[config.mk]
export PLATFORM = sky130hd
export DESIGN_NAME = mem_port_arbiter
export DESIGN_NICKNAME = d
export VERILOG_FILES = /design/src/rtl/mem_port_arbiter.sv
export SDC_FILE = /design/constraint.sdc
export NUM_CORES = 1
export LEC_CHECK = 0
export ABC_AREA = 1
export BUFFER_PORTS_ARGS = -buffer_cell sky130_fd_sc_hd__buf_2
export CAP_MARGIN = 20
export CORE_AREA = 2 2 193 195
export DETAILED_ROUTE_END_ITERATION = 6
export DIE_AREA = 0 0 195 197
export HOLD_SLACK_MARGIN = 0.05
export SYNTH_ARGS = -nofsm -noshare
export SYNTH_HDL_FRONTEND = slang
export SYNTH_SLANG_ARGS = --single-unit
[constraint.sdc]
create_clock -name clk_i -period 2.5 [get_ports clk_i]
set_clock_uncertainty 0.15 [all_clocks]
set_input_delay 0.625 -clock clk_i [delete_from_list [all_inputs] [get_ports clk_i]]
set_output_delay 0.625 -clock clk_i [all_outputs]
set_load 0.01 [all_outputs]
[src/rtl/mem_port_arbiter.sv]
// rtl/mem_port_arbiter.sv - two-port (fetch/data) arbiter onto one shared memory port
module mem_port_arbiter #(
  parameter int unsigned STARVE_LIMIT = 4
) (
  input  logic        clk_i,
  input  logic        reset_ni,
  input  logic        if_req_i,
  input  logic [63:0] if_addr_i,
  input  logic        if_flush_i,
  output logic        if_gnt_o,
  output logic        if_rvalid_o,
  output logic [31:0] if_rdata_o,
  input  logic        dm_req_i,
  input  logic        dm_we_i,
  input  logic [63:0] dm_addr_i,
  input  logic [63:0] dm_wdata_i,
  output logic        dm_gnt_o,
  output logic        dm_rvalid_o,
  output logic [63:0] dm_rdata_o,
  output logic        mem_req_o,
  output logic        mem_we_o,
  output logic [63:0] mem_addr_o,
  output logic [63:0] mem_wdata_o,
  input  logic        mem_ready_i,
  input  logic        mem_rvalid_i,
  input  logic [63:0] mem_rdata_i,
  output logic        busy_o
);

  typedef enum logic [1:0] {
    ST_IDLE = 2'd0,
    ST_REQ  = 2'd1,
    ST_RESP = 2'd2
  } state_e;

  localparam logic [3:0] LIMIT = 4'(STARVE_LIMIT);

  state_e      state_q, state_d;
  logic        owner_if_q, owner_if_d;
  logic [63:0] addr_q, addr_d;
  logic        we_q, we_d;
  logic [63:0] wdata_q, wdata_d;
  logic [3:0]  starve_q, starve_d;
  logic        drop_q, drop_d;

  logic        fetch_eff;
  logic        both_req;
  logic        grant_if;
  logic        grant_dm;

  // Arbitration: a flushing fetch does not compete; data wins unless fetch has starved.
  always_comb begin
    fetch_eff = if_req_i & ~if_flush_i;
    both_req  = fetch_eff & dm_req_i;
    grant_if  = 1'b0;
    grant_dm  = 1'b0;
    if (state_q == ST_IDLE) begin
      grant_if = fetch_eff & (~dm_req_i | (starve_q == LIMIT));
      grant_dm = dm_req_i & ~grant_if;
    end
  end

  // State register: every flop is cleared asynchronously, abandoning any transaction.
  always_ff @(posedge clk_i or negedge reset_ni) begin
    if (!reset_ni) begin
      state_q    <= ST_IDLE;
      owner_if_q <= 1'b0;
      addr_q     <= '0;
      we_q       <= 1'b0;
      wdata_q    <= '0;
      starve_q   <= '0;
      drop_q     <= 1'b0;
    end else begin
      state_q    <= state_d;
      owner_if_q <= owner_if_d;
      addr_q     <= addr_d;
      we_q       <= we_d;
      wdata_q    <= wdata_d;
      starve_q   <= starve_d;
      drop_q     <= drop_d;
    end
  end

  // Next state: latch the winner in IDLE, track starvation and fetch drops until the response.
  always_comb begin
    state_d    = state_q;
    owner_if_d = owner_if_q;
    addr_d     = addr_q;
    we_d       = we_q;
    wdata_d    = wdata_q;
    starve_d   = starve_q;
    drop_d     = drop_q;
    case (state_q)
      ST_IDLE: begin
        if (grant_if || grant_dm) begin
          state_d    = ST_REQ;
          owner_if_d = grant_if;
          addr_d     = grant_if ? if_addr_i : dm_addr_i;
          we_d       = grant_dm & dm_we_i;
          wdata_d    = grant_dm ? dm_wdata_i : '0;
          drop_d     = 1'b0;
          if (grant_if) begin
            starve_d = '0;
          end else if (both_req && (starve_q < LIMIT)) begin
            starve_d = 4'(starve_q + 4'd1);
          end
        end
      end
      ST_REQ: begin
        if (owner_if_q && if_flush_i) begin
          drop_d = 1'b1;
        end
        if (mem_ready_i) begin
          state_d = ST_RESP;
        end
      end
      ST_RESP: begin
        if (owner_if_q && if_flush_i) begin
          drop_d = 1'b1;
        end
        if (mem_rvalid_i) begin
          state_d = ST_IDLE;
          drop_d  = 1'b0;
        end
      end
      default: begin
        state_d = ST_IDLE;
      end
    endcase
  end

  // Outputs: grants only in IDLE out of reset, memory drive in REQ, response steering in RESP.
  always_comb begin
    if_gnt_o    = 1'b0;
    dm_gnt_o    = 1'b0;
    if_rvalid_o = 1'b0;
    if_rdata_o  = '0;
    dm_rvalid_o = 1'b0;
    dm_rdata_o  = '0;
    mem_req_o   = 1'b0;
    mem_we_o    = 1'b0;
    mem_addr_o  = '0;
    mem_wdata_o = '0;
    busy_o      = (state_q != ST_IDLE);
    case (state_q)
      ST_IDLE: begin
        if_gnt_o = grant_if & reset_ni;
        dm_gnt_o = grant_dm & reset_ni;
      end
      ST_REQ: begin
        mem_req_o   = 1'b1;
        mem_we_o    = we_q;
        mem_addr_o  = addr_q;
        mem_wdata_o = wdata_q;
      end
      ST_RESP: begin
        if (mem_rvalid_i) begin
          if (owner_if_q) begin
            if_rvalid_o = ~drop_q & ~if_flush_i;
            if (~drop_q & ~if_flush_i) begin
              if_rdata_o = addr_q[2] ? mem_rdata_i[63:32] : mem_rdata_i[31:0];
            end
          end else begin
            dm_rvalid_o = 1'b1;
            dm_rdata_o  = mem_rdata_i;
          end
        end
      end
      default: begin
        busy_o = 1'b0;
      end
    endcase
  end

endmodule

==> out/results.ini <==
[yosys]
syn_inst=1415
synth_fp_nets=1685
synth_seq_area_share_pct=38.2
ys_ff_latch=137
synth.distinct_cells=24
synth_area_sq_um=8960
yosys_warnings=0
avgSynthCellArea_sq_um=6.33

[timing]
rsz0062_at_grt=yes
setup_viol_count_final=204
relSlewSlack_pct=43.5
setup_ws_ps=-233
period_needed_ps=2730
finalHoldViolCount=0
max_freq_ghz=0.366
drv_slew=0
worstMarginPinSlew_ps=848
finalCritPeriodShare_pct=109

[floorplan]
initial_core_util_pct=24.7
core_sq_um=36300
die_h_microns=197
io_pins=495
die_x_microns=195
rows=70
dieArea_sq_um=38400

[clock_tree]
cts_tree=done
clk-insertion-delay-late_ps=420
clockBufferDepth=2
cts_hold_buf=0
cts_sinks=137
clk_pin_slew_ps=60
h-tree-depth=4
cts-buffers-inserted=17
cts.root.buffer_cell=clkbuf_16

[critical_path]
start_kind=flop
cp_max_fo=8
cp-end-kind=output pin
crit_type=flop to output pin
ff2ff_setup_slack_ps=340
cp.arrival_ps=1960
r2r_cells=9
required_ps=1730

[grt]
grt_pass1_vias=10100
grt_max_degree=138
track_usage_pct=19.0
antenna_found_initial=13
grt_pass1_wl_mm=56.3
overflow=0

[detailed_routing]
wirelength_mm=39.5
wire_per_inst_microns=16.5
drc=0
vias_per_cell=4.40
num_vias=10500
ant_nets=0
drt_iter0_drc=480
first_pass_iters=7

[placement]
dp_hpwl_mm=26.4
gp_congestion=0.942
port_buffers=494
dp.cells=2316
place_area_sq_um=12000

[outcome]
status=finished, violations left
violations=negative setup slack

[power_and_ir_drop]
leakage_nw=9.38
vdd_drop_max_uv=585
power_density_nw_per_um2=1000

[layout]
area_growth_pct=62.1
drive_above_1_share_pct=41.7
instances_no_fill=2397
fin_nets=2179
design_area_sq_um=14500

[hold_path]
worstHoldPathType=primary input to async pin

[job]
drv_cap=0

-- metal layers --
metal	up-vias	track usage, %	part of all wire [%]
met2	414	35.0	53
met3	68	3.76	5.6
li1	5115	-	-
met5	-	0	0
met1	4946	21.6	38
met4	0	7.01	3.1
-- final cells by class --
type,instances,area [sq um]
fill,3809,21700
timing repair buffer,562,4220
multi-input combinational,787,4170
sequential,137,3430
inverter,404,1530
tap,468,586
clock buffer,19,433
clock inverter,13,145
antenna,7,17.5
-- power by group --
part | internal [W] | switching, W | total, W
registers | 0.00329 | 0.000723 | 0.00401
clock network | 0.00148 | 0.00106 | 0.00254
logic | 0.00352 | 0.00452 | 0.00804
total | 0.00829 | 0.00631 | 0.0146
-- worst paths after layout --
path,end,startpoint
hold reg to reg,addr_q[54],addr_q[54]
hold / removal,addr_q[57],reset_ni
setup / recovery,dm_rdata_o[41],state_q[0]
setup reg to reg,addr_q[1],state_q[0]
max in group asynchronous,addr_q[2],reset_ni
min in group clk_i,wdata_q[4],dm_wdata_i[4]
-- Yosys cell counts (all sizes together) --
master	n	area (sq um)
ha	6	75.1
a21oi	34	170
inv	404	1520
nor2	133	507
nor3	1	5.00
nand2	404	1520
nand3	68	350
nand3b	1	7.51
buf	49	297
clkbuf	38	143
dfrtp	137	3430
o21ai	71	509
nand4	68	425
xor2	1	8.76
-- cells by family (layout without fill, tap and decap cells) --
kind of cell | count (synthesis) | after routing | share of synthesized area [%]
adders and majority gates | 6 | 6 | 0.837
AOI/OAI and AO/OA | 105 | 105 | 7.58
other | 0 | 7 | 0
buffers and inverters | 491 | 998 | 21.8
xor gates and xnor gates | 1 | 1 | 0.0977
DFF | 137 | 137 | 38.2
and+or+nand+nor | 675 | 675 | 31.4
-- worst max-delay path, cell delays in order, from the launching register on --
cell	delay, ps
dfrtp_1	390
inv_2	80
ha_4	140
inv_2	50
nor3_4	220
buf_6	160
inv_8	60
clkbuf_16	170
nor2_1	110
buf_2	150
-- registers in the layout, summed over array words and instances, names as in the netlist --
name	count
drop_q	1
state_q	2
wdata_q	64
starve_q	4
addr_q	64
we_q	1
owner_if_q	1
-- what timing repair did --
| item | in CTS | in global routing |
|---|---|---|
| setup buffers | 11 | 8 |
| setup endpoints to repair | 228 | 223 |
| hold endpoints to repair | 0 | 0 |
| cloned | 15 | 11 |
| resized for setup | 78 | 256 |
| pin swaps | 8 | 29 |
-- cells in the final DEF (no fill, tap or decap), types with 3 or more instances in the layout --
| master | n |
|---|---|
| inv_2 | 45 |
| o21ai_0 | 30 |
| nand3_1 | 66 |
| inv_1 | 357 |
| nor2_4 | 30 |
| ha_4 | 3 |
| inv_6 | 3 |
| nand2_4 | 20 |
| a21oi_1 | 34 |
| diode_2 | 7 |
| buf_16 | 13 |
| dfrtp_1 | 135 |
| ha_1 | 3 |
| nand2_2 | 25 |
| o21ai_2 | 38 |
| buf_6 | 80 |
| nor2_1 | 62 |
| clkinv_4 | 3 |
| clkinvlp_4 | 3 |
| buf_12 | 22 |
| buf_4 | 17 |
| nor2_2 | 41 |
| buf_2 | 417 |
| clkbuf_16 | 28 |
| nand2_1 | 359 |
| nand4_1 | 68 |
-- stage by stage --
step / utilization, % / setup slack [ps] / hold WS [ps] / TNS, ps / power [W]
after floorplan: - / 122 / 179 / 0 / 0.00742
after global placement: 33.0 / -33.0 / 314 / -1360 / 0.00962
after detailed placement: 33.0 / -83.4 / 315 / -3170 / 0.00972
after CTS: 36.8 / -185 / 200 / -23950 / 0.0135
after global routing: 40.1 / -296 / 185 / -37700 / 0.0157
final: 40.1 / -233 / 126 / -20030 / 0.0146
(Power assumes the default switching activity.)
